`config.mk`:
```
export PLATFORM = sky130hd
export DESIGN_NAME = alu_share_arbiter
export DESIGN_NICKNAME = d
export VERILOG_FILES = /design/src/rtl/alu_share_arbiter_pkg.sv /design/src/rtl/alu_share_arbiter_rr_pick.sv /design/src/rtl/alu_share_arbiter.sv
export SDC_FILE = /design/constraint.sdc
export NUM_CORES = 1
export LEC_CHECK = 0
export CAP_MARGIN = 30
export CORE_AREA = 2 2 120 122
export CTS_CLUSTER_DIAMETER = 150
export DETAILED_ROUTE_END_ITERATION = 8
export DIE_AREA = 0 0 122 124
export PLACE_DENSITY = 0.74
export SETUP_SLACK_MARGIN = 0.3
export SYNTH_ARGS = -nofsm -noshare
export SYNTH_HDL_FRONTEND = slang
export SYNTH_SLANG_ARGS = --single-unit
```
`constraint.sdc`:
```
create_clock -name clk -period 1.7 [get_ports clk]
set_input_delay 0.17 -clock clk [delete_from_list [all_inputs] [get_ports clk]]
set_output_delay 0.17 -clock clk [all_outputs]
set_load 0.01 [all_outputs]
```
`src/rtl/alu_share_arbiter_pkg.sv`:
```
// Shared constants for the ALU-sharing arbiter: op-select codes and state encoding.
package alu_share_arbiter_pkg;

    localparam int SEL_W = 4;

    // ALU op-select codes (decoded by the external ALU, passed through here)
    localparam logic [SEL_W-1:0] OP_ADD = 4'd0;
    localparam logic [SEL_W-1:0] OP_SUB = 4'd1;
    localparam logic [SEL_W-1:0] OP_SLT = 4'd2;
    localparam logic [SEL_W-1:0] OP_SGT = 4'd3;
    localparam logic [SEL_W-1:0] OP_AND = 4'd4;
    localparam logic [SEL_W-1:0] OP_OR  = 4'd5;
    localparam logic [SEL_W-1:0] OP_XOR = 4'd6;
    localparam logic [SEL_W-1:0] OP_NOT = 4'd7;
    localparam logic [SEL_W-1:0] OP_NOR = 4'd8;
    localparam logic [SEL_W-1:0] OP_LUI = 4'd9;
    localparam logic [SEL_W-1:0] OP_SLL = 4'd10;
    localparam logic [SEL_W-1:0] OP_SRL = 4'd11;
    localparam logic [SEL_W-1:0] OP_SRA = 4'd12;
    localparam logic [SEL_W-1:0] OP_INC = 4'd13;
    localparam logic [SEL_W-1:0] OP_DEC = 4'd14;
    localparam logic [SEL_W-1:0] OP_HAM = 4'd15;

    // Arbiter state: IDLE = no result held, RESP = result held for owner
    localparam logic [0:0] ST_IDLE = 1'b0;
    localparam logic [0:0] ST_RESP = 1'b1;

endpackage

```
`src/rtl/alu_share_arbiter_rr_pick.sv`:
```
// Round-robin picker: first asserted request at or after rr_ptr, wrapping modulo N_REQ.
module rr_pick_n #(
    parameter int N_REQ = 2,
    parameter int IDX_W = $clog2(N_REQ)
) (
    input  logic [N_REQ-1:0] req,
    input  logic [IDX_W-1:0] rr_ptr,
    output logic [N_REQ-1:0] grant,
    output logic [IDX_W-1:0] idx
);

    // Walk offsets from farthest to nearest so the nearest requester from rr_ptr wins.
    always_comb begin : pick
        int c;
        logic [IDX_W-1:0] ci;
        grant = '0;
        idx   = '0;
        c     = 0;
        ci    = '0;
        for (int k = N_REQ - 1; k >= 0; k--) begin
            c = int'(rr_ptr) + k;
            if (c >= N_REQ) c = c - N_REQ;
            ci = IDX_W'(c);
            if (req[ci]) begin
                grant     = '0;
                grant[ci] = 1'b1;
                idx       = ci;
            end
        end
    end

endmodule

```
`src/rtl/alu_share_arbiter.sv`:
```
// Shares one external combinational ALU among N_REQ requesters with round-robin grant,
// one op in flight, and a registered result held until its owner accepts it.
module alu_share_arbiter
    import alu_share_arbiter_pkg::*;
#(
    parameter int WIDTH = 32,
    parameter int SEL_W = alu_share_arbiter_pkg::SEL_W,
    parameter int N_REQ = 2
) (
    input  logic                   clk,
    input  logic                   rst_n,
    input  logic [N_REQ-1:0]       req_valid,
    output logic [N_REQ-1:0]       req_ready,
    input  logic [N_REQ*WIDTH-1:0] req_a,
    input  logic [N_REQ*WIDTH-1:0] req_b,
    input  logic [N_REQ*SEL_W-1:0] req_sel,
    output logic [N_REQ-1:0]       rsp_valid,
    input  logic [N_REQ-1:0]       rsp_ready,
    output logic [WIDTH-1:0]       rsp_res,
    output logic [WIDTH-1:0]       alu_a,
    output logic [WIDTH-1:0]       alu_b,
    output logic [SEL_W-1:0]       alu_sel,
    input  logic [WIDTH-1:0]       alu_res,
    output logic [31:0]            ops_done
);

    localparam int IDX_W = $clog2(N_REQ);

    logic [0:0]       state;
    logic [IDX_W-1:0] owner;
    logic [IDX_W-1:0] rr_ptr;
    logic [WIDTH-1:0] rsp_res_q;
    logic [31:0]      ops_done_q;

    logic             rsp_hs;
    logic             can_accept;
    logic [N_REQ-1:0] req_eligible;
    logic [N_REQ-1:0] grant;
    logic [IDX_W-1:0] grant_idx;
    logic             grant_any;

    // Owner handshake completes the held result; it also frees the ALU slot this same cycle.
    // rst_n gates eligibility so nothing is granted while reset is held.
    always_comb begin
        rsp_hs       = (state == ST_RESP) && rsp_ready[owner];
        can_accept   = (state == ST_IDLE) || rsp_hs;
        req_eligible = req_valid & {N_REQ{can_accept & rst_n}};
    end

    rr_pick_n #(
        .N_REQ (N_REQ),
        .IDX_W (IDX_W)
    ) u_pick (
        .req    (req_eligible),
        .rr_ptr (rr_ptr),
        .grant  (grant),
        .idx    (grant_idx)
    );

    // Grant doubles as ready; operands of the granted requester drive the ALU, else zeros.
    always_comb begin
        grant_any = |grant;
        req_ready = grant;
        alu_a     = '0;
        alu_b     = '0;
        alu_sel   = '0;
        for (int i = 0; i < N_REQ; i++) begin
            if (grant[i]) begin
                alu_a   = req_a[i*WIDTH +: WIDTH];
                alu_b   = req_b[i*WIDTH +: WIDTH];
                alu_sel = req_sel[i*SEL_W +: SEL_W];
            end
        end
    end

    // Response channel: only the owner sees valid, and only while a result is held.
    always_comb begin
        rsp_valid = '0;
        if (state == ST_RESP) rsp_valid[owner] = 1'b1;
        rsp_res  = rsp_res_q;
        ops_done = ops_done_q;
    end

    // State, owner, result capture and round-robin pointer; a new grant wins over going idle.
    always_ff @(posedge clk or negedge rst_n) begin
        if (!rst_n) begin
            state     <= ST_IDLE;
            owner     <= '0;
            rr_ptr    <= '0;
            rsp_res_q <= '0;
        end else if (grant_any) begin
            state     <= ST_RESP;
            owner     <= grant_idx;
            rsp_res_q <= alu_res;
            rr_ptr    <= (grant_idx == IDX_W'(N_REQ - 1)) ? '0 : grant_idx + 1'b1;
        end else if (rsp_hs) begin
            state <= ST_IDLE;
        end
    end

    // Completed-response counter, free-running wrap.
    always_ff @(posedge clk or negedge rst_n) begin
        if (!rst_n) ops_done_q <= '0;
        else if (rsp_hs) ops_done_q <= ops_done_q + 32'd1;
    end

endmodule
```
### Yosys cells after proc, flatten, opt, wreduce, memory -nomap -nowiden

Cells that the tools add are included.
Widths: inputs -> output; s select.

* add/subtract/negate cells: 5
* magnitude comparators: 8
* muxes and demuxes: 28
* bitwise operators: 3
* reductions and logical operators: 7

Operators by type and width (count)
* $mux 32: 4
* $add 32x1->32 const B: 1
* $mux 1: 16
* $mux 4: 2
* $lt 1x2->1 const B: 3
* $mux 2: 3
* $logic_and 1x1->1: 4
* $demux 1 s1: 3
* $ge 1x1->1 const B: 3
* $add 1x1->2 const B: 1
* $and 2x2->2: 1
* $ge 1x2->1 const B: 1
* $ge 2x2->1 const B: 1
* $reduce_bool 2->1: 1
* $reduce_or 2->1: 1
* $sub 1x1->1 const B: 2
* $add 1x1->1 const B: 1
* $and 1x1->1: 1
* $logic_or 1x1->1: 1
* $not 1->1: 1

* flip-flop bits (word level): 67
* bits of input ports: 174
* output and inout bits: 136

### Logic depth before layout (Yosys ltp)

Gate-level depths: netlist of the first run.

* depth in word-level cells: 12
* depth in mapped cells: 7
* depth with buffers taken out: 5

### Hierarchy

From an unflattened synthesis of the first run, not the netlist that was laid out.

* cells, all modules: 312
* area, all modules: 3543.4 um^2

Modules (own cells, without submodules)
* alu_share_arbiter: instances 1, cells each 308, area each 3517.1 um^2, seq. area each 1676.6 um^2
* rr_pick_n: instances 1, cells each 4, area each 26.3 um^2, seq. area each 0.0 um^2

### Worst setup path before layout of the first run

Ideal clock, no wire load.

* path kind: register to output
* start: reg owner
* end: out req_ready[1]
* arrival: 1.480 ns
* setup slack: 0.050 ns
* stages on the path, launching flop included: 7
* path buffers: 3
* path through: dfrtp_1 > mux2_4 > o21ai_4 > buf_2 > buf_2 > nor2_1 > buf_4

* cells in the longest elaborated chain, start to end: 10
* elaborated cells on any way between the ends: 12
* classes of those cells: 8 x mux; 2 x bitwise; 2 x reduce/logical

Ends and longest elaborated chain
* from (decl): RTL line alu_share_arbiter.sv:30 `logic [IDX_W-1:0] owner;`
* from (signal assigned): RTL line alu_share_arbiter.sv:93 `owner <= grant_idx;`
* $mux 1 (implied by the code) * (2 in a row): RTL line alu_share_arbiter.sv:45 `rsp_hs = (state == ST_RESP) && rsp_ready[owner];`
* $logic_and 1x1->1 *: RTL line alu_share_arbiter.sv:45
* $logic_or 1x1->1 *: RTL line alu_share_arbiter.sv:46 `can_accept = (state == ST_IDLE) || rsp_hs;`
* $and 1x1->1 *: RTL line alu_share_arbiter.sv:47 `req_eligible = req_valid & {N_REQ{can_accept & rst_n}};`
* $and 2x2->2 *: RTL line alu_share_arbiter.sv:47
* $mux 1 (implied by the code) (2 in a row): RTL line alu_share_arbiter_rr_pick.sv:24 `if (req[ci]) begin`
* $mux 2: RTL line alu_share_arbiter_rr_pick.sv:24
* $mux 2 *: RTL line alu_share_arbiter_rr_pick.sv:24
* to (decl): RTL line alu_share_arbiter.sv:13 `output logic [N_REQ-1:0] req_ready,`

Every way passes the cells marked *; elsewhere a longest branch is shown, timed or not. The select of a mux whose other input is x is not followed.

### Final worst setup path of the first run

* start: reg owner
* end: reg ops_done_q[29], in the netlist ops_done[29]

* cells in the longest elaborated chain, start to end: 3

Ends and longest elaborated chain
* $mux 1 (implied by the code) (2 in a row): RTL line alu_share_arbiter.sv:45
* $logic_and 1x1->1: RTL line alu_share_arbiter.sv:45
* to (signal assigned): RTL line alu_share_arbiter.sv:104 `else if (rsp_hs) ops_done_q <= ops_done_q + 32'd1;`
* to (decl): RTL line alu_share_arbiter.sv:33 `logic [31:0] ops_done_q;`

No other way between the ends. The select of a mux whose other input is x is not followed.
A chain may end at the register's enable or synchronous reset.

==> out/metrics.csv, run 1 <==
stage,metric,value,unit
logic_synthesis,synth_edf_count,0,
final_layout,final_common_cell,clkdlybuf4s50_1,
grt,grt.met1_usage,0.267,
power_and_ir_drop,p_per_area,953,nW/um^2
grt,grt-busiest-layer,met2,
logic_synthesis,ys_ff_latch,67,
floorplanning,die_y,124,um
critical_path,crit_slowest_cell,dfrtp_1,
logic_synthesis,synth_cell_types,37,
route,first_pass_iters,4,
final_layout,drive_above_1_share,0.434,
clocking,insertion_delay,320,ps
grt,grtUsageMet2,0.435,
critical_path,path_max_fanout,4,
final_layout,nNetsFinal,962,
critical_path,cp-end-kind,flip-flop,
worst_hold_path,hold_path_class,input pin to asynchronous set/reset pin,
grt,track_usage,0.234,
clocking,ctsRootBufferMaster,clkbuf_16,
sta,rsz0062_at_grt,yes,
place,dpl.hpwl,13100,um
logic_synthesis,async_flop_share,1.00,
final_layout,fin_cells,972,
floorplanning,die_area,15100,um^2
grt,grt_max_degree,68,
grt,grt_pass1_vias,4985,
clocking,cts_made_buffers,9,
critical_path,slowest_delay,420,ps
grt,overflow,0,
grt,grt_pass1_wl,27200,um
route,routed-via-count,4798,
route,drc_errors,0,
final_layout,final_cell_mix,"clkdlybuf4s50_1 (175), dlymetal6s2s_1 (60), buf_4 (60)",
logic_synthesis,syn_avg_cell_area,10.4,um^2
critical_path,worstPathArrival,2330,ps
route,vias_per_cell,4.94,
critical_path,setup.worst_path.class,flip-flop to flip-flop,
power_and_ir_drop,power_leakage,4.78,nW
clocking,clock-sinks,67,
job,max_cap_violations,0,
sta,period_share,1.26,
route,drt_iter0_markers,226,
route,final_antenna_net_count,0,
critical_path,path_common_cell,buf_6,
final_layout,insertedDiodeCount,0,
sta,setup_viol,129,
clocking,cts_tree,yes,
route,finalWirelength,19200,um
place,pre_cts_ws,-661,ps
power_and_ir_drop,seq_power_share,0.253,
sta,worstMarginPinSlew,861,ps
logic_synthesis,ys_warn_count,0,
logic_synthesis,ys_dominant_reg_cell,dfrtp_1,
critical_path,required,1890,ps
place,portBuffers,309,
critical_path,crit_path_start_kind,flip-flop,
floorplanning,coreArea,13700,um^2
final_layout,syn2layout_area_growth,133,%
place,place_inst,886,
sta,slew-limit-headroom,0.426,
sta,drv_slew,0,
route,wl_per_cell,19.8,um
clocking,clk_pin_slew,60,ps
clocking,cts_buffer_depth,2,
power_and_ir_drop,power.switching,0.00293,W
logic_synthesis,syn_inst,384,
status,failed_checks,negative setup slack,
floorplanning,start_util,0.290,
sta,finalHoldViolations,0,
sta,fmax,468,MHz
sta,finClkSkew,6.30,ps
power_and_ir_drop,switching_share,0.332,
sta,min_period,2140,ps
critical_path,worstPathCellList,mux2_4 -> buf_6 -> buf_6 -> buf_6 -> buf_6 -> buf_6 -> buf_6 -> buf_6 -> nand3_4 -> buf_12 -> nor4_4 -> xor2_1,
floorplanning,rows,43,
logic_synthesis,ys_seq_area_frac,0.422,
floorplanning,die_x,122,um
logic_synthesis,netlist_area,3980,um^2
place,gp_congestion,0.907,
grt,grtUsageMet3,0.0398,
status,status,"complete, but fails checks",
sta,worst_slack,-436,ps
final_layout,final_core_util,0.675,
power_and_ir_drop,clkPwrFrac,0.195,
power_and_ir_drop,pwr-share-comb,0.552,
logic_synthesis,syn-num-nets,559,
floorplanning,ios,310,
power_and_ir_drop,ir_drop,0.552,mV
grt,antenna_found_initial,0,
power_and_ir_drop,p_int,0.00589,W
clocking,h-tree-depth,3,
[kinds of logic (layout without fill, tap and decap cells)]
kind of cell / after synthesis / in the layout / share of synthesized area
compound gates: 74 / 74 / 0.140
flops: 67 / 67 / 0.422
fa+ha+maj: 1 / 1 / 0.00315
xor+xnor: 31 / 31 / 0.0683
simple gates: 140 / 140 / 0.192
buf+inv: 36 / 444 / 0.0469
mux: 35 / 35 / 0.128
[per-stage QoR]
| stage | TNS, ps | power, W | hold slack, ps | cell area [um^2] |
|---|---|---|---|---|
| after global placement | -57760 | 0.00598 | 458 | 7660 |
| final | -39280 | 0.00882 | 137 | 9260 |
| after CTS | -36070 | 0.00846 | 166 | 8710 |
| after global routing | -43680 | 0.00924 | 243 | 9260 |
| after floorplan | 0 | 0.00392 | -126 | 4190 |
| after detailed placement | -46130 | 0.00604 | 467 | 7680 |
[power by group through the flow]
stage,logic (W),registers (W),clock network [W]
2_1_floorplan,0.00156,0.00236,0
6_report,0.00487,0.00223,0.00172
3_5_place_dp,0.00380,0.00224,0
4_1_cts,0.00449,0.00221,0.00175
3_3_place_gp,0.00375,0.00223,0
5_1_grt,0.00515,0.00227,0.00182
[state kept, by name, summed over array words and instances, names as in the netlist]
register  cells
rr_ptr        1
state         1
ops_done     32
owner         1
rsp_res      32
[layout make-up]
class,count,area [um^2]
Tap cell,180,225
Inverter,5,21.3
Timing Repair Buffer,423,4340
Fill cell,1014,4460
Multi-Input combinational cell,281,2700
Sequential cell,67,1690
Clock inverter,4,25.0
Clock buffer,12,256
[worst max-delay path, delay by kind of cell (launching register included)]
family / cells / cell delay, ps
flip-flops: 1 / 420
AND/OR/NAND/NOR: 2 / 160
XOR/XNOR: 1 / 150
multiplexers: 1 / 360
buffers and inverters: 8 / 900
[cells in the mapped netlist (2+ instances only)]
cell type	instances	area, um^2
nand2_1	8	30.0
and2_1	4	25.0
o22ai_1	2	12.5
nand4_1	11	68.8
mux2_4	31	465
xnor2_1	17	149
a22oi_1	68	510
and3_1	5	31.3
buf_6	4	45.0
clkbuf_1	12	45.0
inv_1	5	18.8
nor2_1	76	285
nor4_1	2	12.5
mux2_2	3	33.8
and4_1	6	52.6
xor2_1	14	123
dfrtp_1	67	1680
nor4_2	7	87.6
nand3_1	9	45.0
buf_2	13	65.1
o21ai_0	2	10.0
nor3_1	3	15.0
[final timing paths]
check                      depth (start not counted)  slack (ps)         start           end
max reg2reg                                       12        -440         owner  ops_done[29]
min                                                2         140         rst_n   ops_done[4]
max in group asynchronous                          2         930         rst_n  ops_done[13]
min in group clk                                   4         290  req_valid[1]        rr_ptr
min reg2reg                                        1         480  ops_done[31]  ops_done[31]
max                                               12        -440         owner  ops_done[29]
[timing repair]
action                                  in CTS  in global routing
hold buffers                                 0                  0
pin swaps                                   27                 34
endpoints found under the setup margin     182                195
setup buffers                               43                 17
gates cloned                                 8                  2
gates resized for setup                    345                142
[per-layer routing]
| layer | part of all wire | vias up |
|---|---|---|
| met2 | 0.55 | 206 |
| met3 | 0.058 | 33 |
| met4 | 0.023 | 0 |
| li1 | - | 2200 |
| met5 | 0 | - |
| met1 | 0.37 | 2359 |
No activity file was read; power rests on OpenSTA's default activity.
==> run 2, diff against run 1 <==
- PLACE_DENSITY: 0.74 -> unset
- PLACE_DENSITY_LB_ADDON: unset -> 0.1
- SLEW_MARGIN: unset -> 25
- clock period: 1.7 -> 2.7 ns (I/O delays scaled with it)
==> run 2 against run 1 <==
Compared with the run above:
- the flow now finishes without violations
- critical path depth is 5 lower
- largest cell class unchanged
- global-route usage down 1.7 points
- sequential power decreased by 37%
- power is 46% lower
- combinational power is 54% lower
- first-iteration DRC count down 21%
- clock skew is essentially flat
- count of clock-buffer cells in the layout fell by 1
- final cell count shrank 9.5%
==> out/metrics.csv, run 2 (synthesis gave the netlist of run 1 again) <==
stage,metric,value,unit,change
status,status,"complete, no violations",,
critical_path,path_max_fanout,19,,+15
sta,drv_slew,0,,unchanged
route,final_antenna_net_count,0,,unchanged
sta,rsz0062_at_grt,yes,,
clocking,insertion_delay,320,ps,about the same
route,first_pass_iters,4,,unchanged
grt,grt_pass1_vias,4436,,-11%
clocking,hold_buffers,0,,unchanged
critical_path,setup.worst_path.class,flip-flop to primary output,,
floorplanning,start_util,0.290,,unchanged
critical_path,worstPathArrival,2050,ps,-280 ps
sta,min_period,2320,ps,
floorplanning,ios,310,,unchanged
floorplanning,die_y,124,um,unchanged
critical_path,required,2430,ps,+540 ps
route,drc_errors,0,,unchanged
route,finalWirelength,17200,um,-10%
place,portBuffers,309,,unchanged
route,vias_per_cell,4.85,,-1.8%
floorplanning,rows,43,,unchanged
final_layout,nNetsFinal,869,,-9.7%
clocking,ctsRootBufferMaster,clkbuf_16,,
power_and_ir_drop,ir_drop,0.242,mV,-56%
power_and_ir_drop,power_leakage,3.67,nW,-23%
route,wl_per_cell,19.6,um,-1.0%
sta,holdWs,223,ps,+85.9 ps
grt,overflow,0,,unchanged
sta,finalHoldViolations,0,,unchanged
clocking,cts_buffer_depth,2,,unchanged
floorplanning,coreArea,13700,um^2,unchanged
clocking,clock-sinks,67,,unchanged
critical_path,cp-end-kind,primary output,,
route,drt_iter0_markers,178,,-21%
sta,finalSetupTns,0,ps,+39280 ps
final_layout,syn2layout_area_growth,95.0,%,
floorplanning,die_x,122,um,unchanged
final_layout,drive_above_1_share,0.126,,-0.308
sta,finClkSkew,6.62,ps,+0.321 ps
sta,setup_viol,0,,-100%
place,dpl.hpwl,12800,um,-2.3%
job,max_cap_violations,0,,unchanged
final_layout,final_common_cell,clkdlybuf4s50_1,,
final_layout,final_cell_mix,"clkdlybuf4s50_1 (238), nor2_1 (76), a22oi_1 (68)",,
sta,fmax,431,MHz,
clocking,h-tree-depth,3,,unchanged
grt,grt_pass1_wl,24600,um,-9.5%
sta,period_share,0.860,,
grt,grt_max_degree,68,,unchanged
place,place_area,7260,um^2,-5.5%
clocking,clk_pin_slew,60,ps,about the same
floorplanning,die_area,15100,um^2,unchanged
grt,track_usage,0.217,,-0.0167
grt,antenna_found_initial,1,,+1
final_layout,fin_cells,880,,-9.5%
clocking,cts_tree,yes,,
worst_hold_path,hold_path_class,input pin to asynchronous set/reset pin,,
place,place_inst,852,,-3.8%
sta,slew-limit-headroom,0.431,,+0.00446
sta,worstMarginPinSlew,854,ps,-6.69 ps
route,routed-via-count,4265,,-11%
power_and_ir_drop,power,0.00479,W,-46%
critical_path,crit_path_start_kind,flip-flop,,
power_and_ir_drop,p_per_area,618,nW/um^2,-35%
place,gp_congestion,0.792,,-13%
clocking,cts_made_buffers,9,,unchanged
final_layout,fin_area,7750,um^2,-16%
-- run 2: area by class of cell --
cell class,count,area [um^2]
Timing Repair Buffer,330,3400
Clock inverter,5,52.6
Multi-Input combinational cell,281,2130
Tap cell,180,225
Sequential cell,67,1680
Fill cell,1240,5970
Antenna cell,1,2.50
Clock buffer,11,243
Inverter,5,18.8
-- run 2: worst paths after layout --
check                              from      endpoint  slack, ps  depth (start not counted)
max                               owner     alu_a[21]        380                          7
min                               rst_n    rsp_res[7]        220                          2
max reg2reg                       state    rsp_res[2]        540                          7
min reg2reg                ops_done[31]  ops_done[31]        470                          1
max in group asynchronous         rst_n         owner       1880                          2
min in group clk           ops_done[31]  ops_done[31]        470                          1
-- run 2: what timing repair did --
action,CTS,global route
setup endpoints to repair,70,19
gates resized for setup,56,21
buffers inserted,3,3
cloned,5,0
pin swaps,1,1
-- run 2: power breakdown --
group | switching (W) | internal [W] | leakage [nW]
Clock | 0.000416 | 0.000734 | 0.145
Combinational | 0.000926 | 0.00131 | 2.70
Sequential | 0.000179 | 0.00123 | 0.822
-- run 2: worst max-delay path: stages (launching register included) --
cell and delay [ps]:
dfrtp_2 440, mux2_4 330, o21ai_4 170, buf_12 150
buf_4 130, buf_16 150, nor2_1 60, dlygate4sd2_1 280
-- run 2: stage by stage --
step                       util  setup WS [ps]
after global placement    0.528           85.3
after floorplan               -            950
final                     0.565            378
after detailed placement  0.529            228
after CTS                 0.559            224
after global routing      0.565            296
-- run 2: per-layer routing --
metal	up-vias	track usage	wire (um)
met2	169	0.408	9360
li1	2014	-	-
met5	-	0	0
met4	0	0.0884	498
met3	27	0.0765	1370
met1	2055	0.218	5980
==> run 3, diff against run 2 <==
- MAX_ROUTING_LAYER: unset -> met4
- SKIP_CTS_REPAIR_TIMING: unset -> 1
==> run 3 against run 2 <==
Compared with the run above:
- setup slack worse by 180 ps
- core utilization down 0.27 points
- combinational power about the same
- fmax down 7.2%
- final area down 0.48%
- global-route usage about the same
==> out/metrics.csv, run 3 (synthesis gave the netlist of run 1 again) <==
stage,metric,value,unit,change
place,pre_cts_ws,135,ps,-93.2 ps
sta,min_period,2500,ps,+181 ps
sta,drv_slew,0,,unchanged
final_layout,syn2layout_area_growth,94.0,%,
clocking,clk_pin_slew,60,ps,about the same
sta,rsz0062_at_grt,yes,,
sta,slew-limit-headroom,0.442,,+0.0114
sta,finalSetupTns,0,ps,unchanged
final_layout,nNetsFinal,865,,-0.46%
critical_path,worstPathArrival,2230,ps,+180 ps
route,drt_iter0_markers,142,,-20%
route,first_pass_iters,4,,unchanged
grt,antenna_found_initial,2,,+1
route,routed-via-count,4246,,-0.45%
place,dpl.hpwl,13000,um,+1.3%
critical_path,path_max_fanout,37,,+18
clocking,h-tree-depth,3,,unchanged
grt,track_usage,0.217,,about the same
floorplanning,rows,43,,unchanged
sta,setup_viol,0,,unchanged
status,status,"complete, no violations",,
route,final_antenna_net_count,0,,unchanged
floorplanning,die_y,124,um,unchanged
grt,grt_max_degree,75,,+10%
clocking,insertion_delay,330,ps,about the same
worst_hold_path,hold_path_class,input pin to asynchronous set/reset pin,,
floorplanning,die_x,122,um,unchanged
clocking,clock-sinks,67,,unchanged
floorplanning,coreArea,13700,um^2,unchanged
grt,grt_pass1_wl,24000,um,-2.4%
power_and_ir_drop,p_per_area,626,nW/um^2,+1.3%
sta,finalHoldViolations,0,,unchanged
sta,worstMarginPinSlew,837,ps,-17.2 ps
sta,fmax,400,MHz,-7.2%
route,vias_per_cell,4.84,,-0.10%
grt,overflow,0,,unchanged
grt,grt_pass1_vias,4491,,+1.2%
final_layout,drive_above_1_share,0.121,,-0.00503
final_layout,final_cell_mix,"clkdlybuf4s50_1 (305), nor2_1 (76), a22oi_1 (68)",,
route,wl_per_cell,19.5,um,about the same
floorplanning,die_area,15100,um^2,unchanged
critical_path,setup.worst_path.class,flip-flop to primary output,,
job,max_cap_violations,0,,unchanged
clocking,ctsRootBufferMaster,clkbuf_16,,
power_and_ir_drop,power_leakage,3.17,nW,-14%
power_and_ir_drop,ir_drop,0.294,mV,+21%
critical_path,required,2430,ps,about the same
critical_path,crit_path_start_kind,flip-flop,,
sta,finClkSkew,6.98,ps,+0.363 ps
place,portBuffers,309,,unchanged
place,gp_congestion,0.823,,+4.0%
route,drc_errors,0,,unchanged
sta,worst_slack,197,ps,-181 ps
clocking,cts_made_buffers,9,,unchanged
sta,period_share,0.927,,+0.0669
final_layout,final_common_cell,clkdlybuf4s50_1,,
route,finalWirelength,17100,um,-0.38%
clocking,cts_buffer_depth,2,,unchanged
clocking,cts_tree,yes,,
critical_path,cp-end-kind,primary output,,
floorplanning,start_util,0.290,,unchanged
floorplanning,ios,310,,unchanged
## run 3: cell count changes in the layout (fill, tap and decap cells not counted), sizes merged
cell           delta
buf               -7
clkbuf            +2
clkdlybuf4s50    +67
clkinv            +1
diode             +1
dlygate4sd2      -51
dlymetal6s2s     -16
## run 3: where the power goes
group / internal (W) / switching, W
clock: 0.000738 / 0.000430
combinational: 0.00134 / 0.000925
sequential: 0.00123 / 0.000174
## run 3: routing by layer
| layer | up-vias | part of all wire | GRT usage |
|---|---|---|---|
| met5 | - | 0 | - |
| met4 | 0 | 0.017 | 0.0618 |
| met2 | 158 | 0.55 | 0.397 |
| li1 | 2010 | - | - |
| met3 | 18 | 0.076 | 0.0705 |
| met1 | 2060 | 0.36 | 0.223 |
## run 3: worst max-delay path, cell delays in order (launching register included)
cell,delay (ps)
dfrtp_1,430
mux2_4,340
o21ai_4,250
buf_12,240
nor2_1,80
clkdlybuf4s50_1,550
## run 3: worst paths after layout
kind                               from  slack (ps)      endpoint  depth (start not counted)
min                               rst_n         220    rsp_res[6]                          2
max reg2reg                       state         410    rsp_res[4]                          7
min reg2reg                ops_done[31]         470  ops_done[31]                          1
max                               owner         200      alu_b[3]                          5
min in group clk           req_valid[1]         320         owner                          3
max in group asynchronous         rst_n        1930  ops_done[27]                          2
## run 3: per-stage QoR
step	hold WS, ps	total power, W	utilization	cell area, um^2	instances
6_report	219	0.00483	0.562	7710	877
5_1_grt	299	0.00509	0.562	7710	877
4_1_cts	249	0.00481	0.552	7580	869
3_5_place_dp	463	0.00360	0.530	7270	853
3_3_place_gp	459	0.00357	0.528	7250	852
2_1_floorplan	-25.6	0.00236	-	3980	384
## run 3: cell type report
type | count | area (um^2)
clock buffer | 10 | 239
clock inverter | 6 | 65.1
sequential | 67 | 1680
inverter | 5 | 18.8
tap | 180 | 225
multi-input combinational | 281 | 2130
antenna | 2 | 5.00
timing repair buffer | 326 | 3360
fill | 1256 | 6010
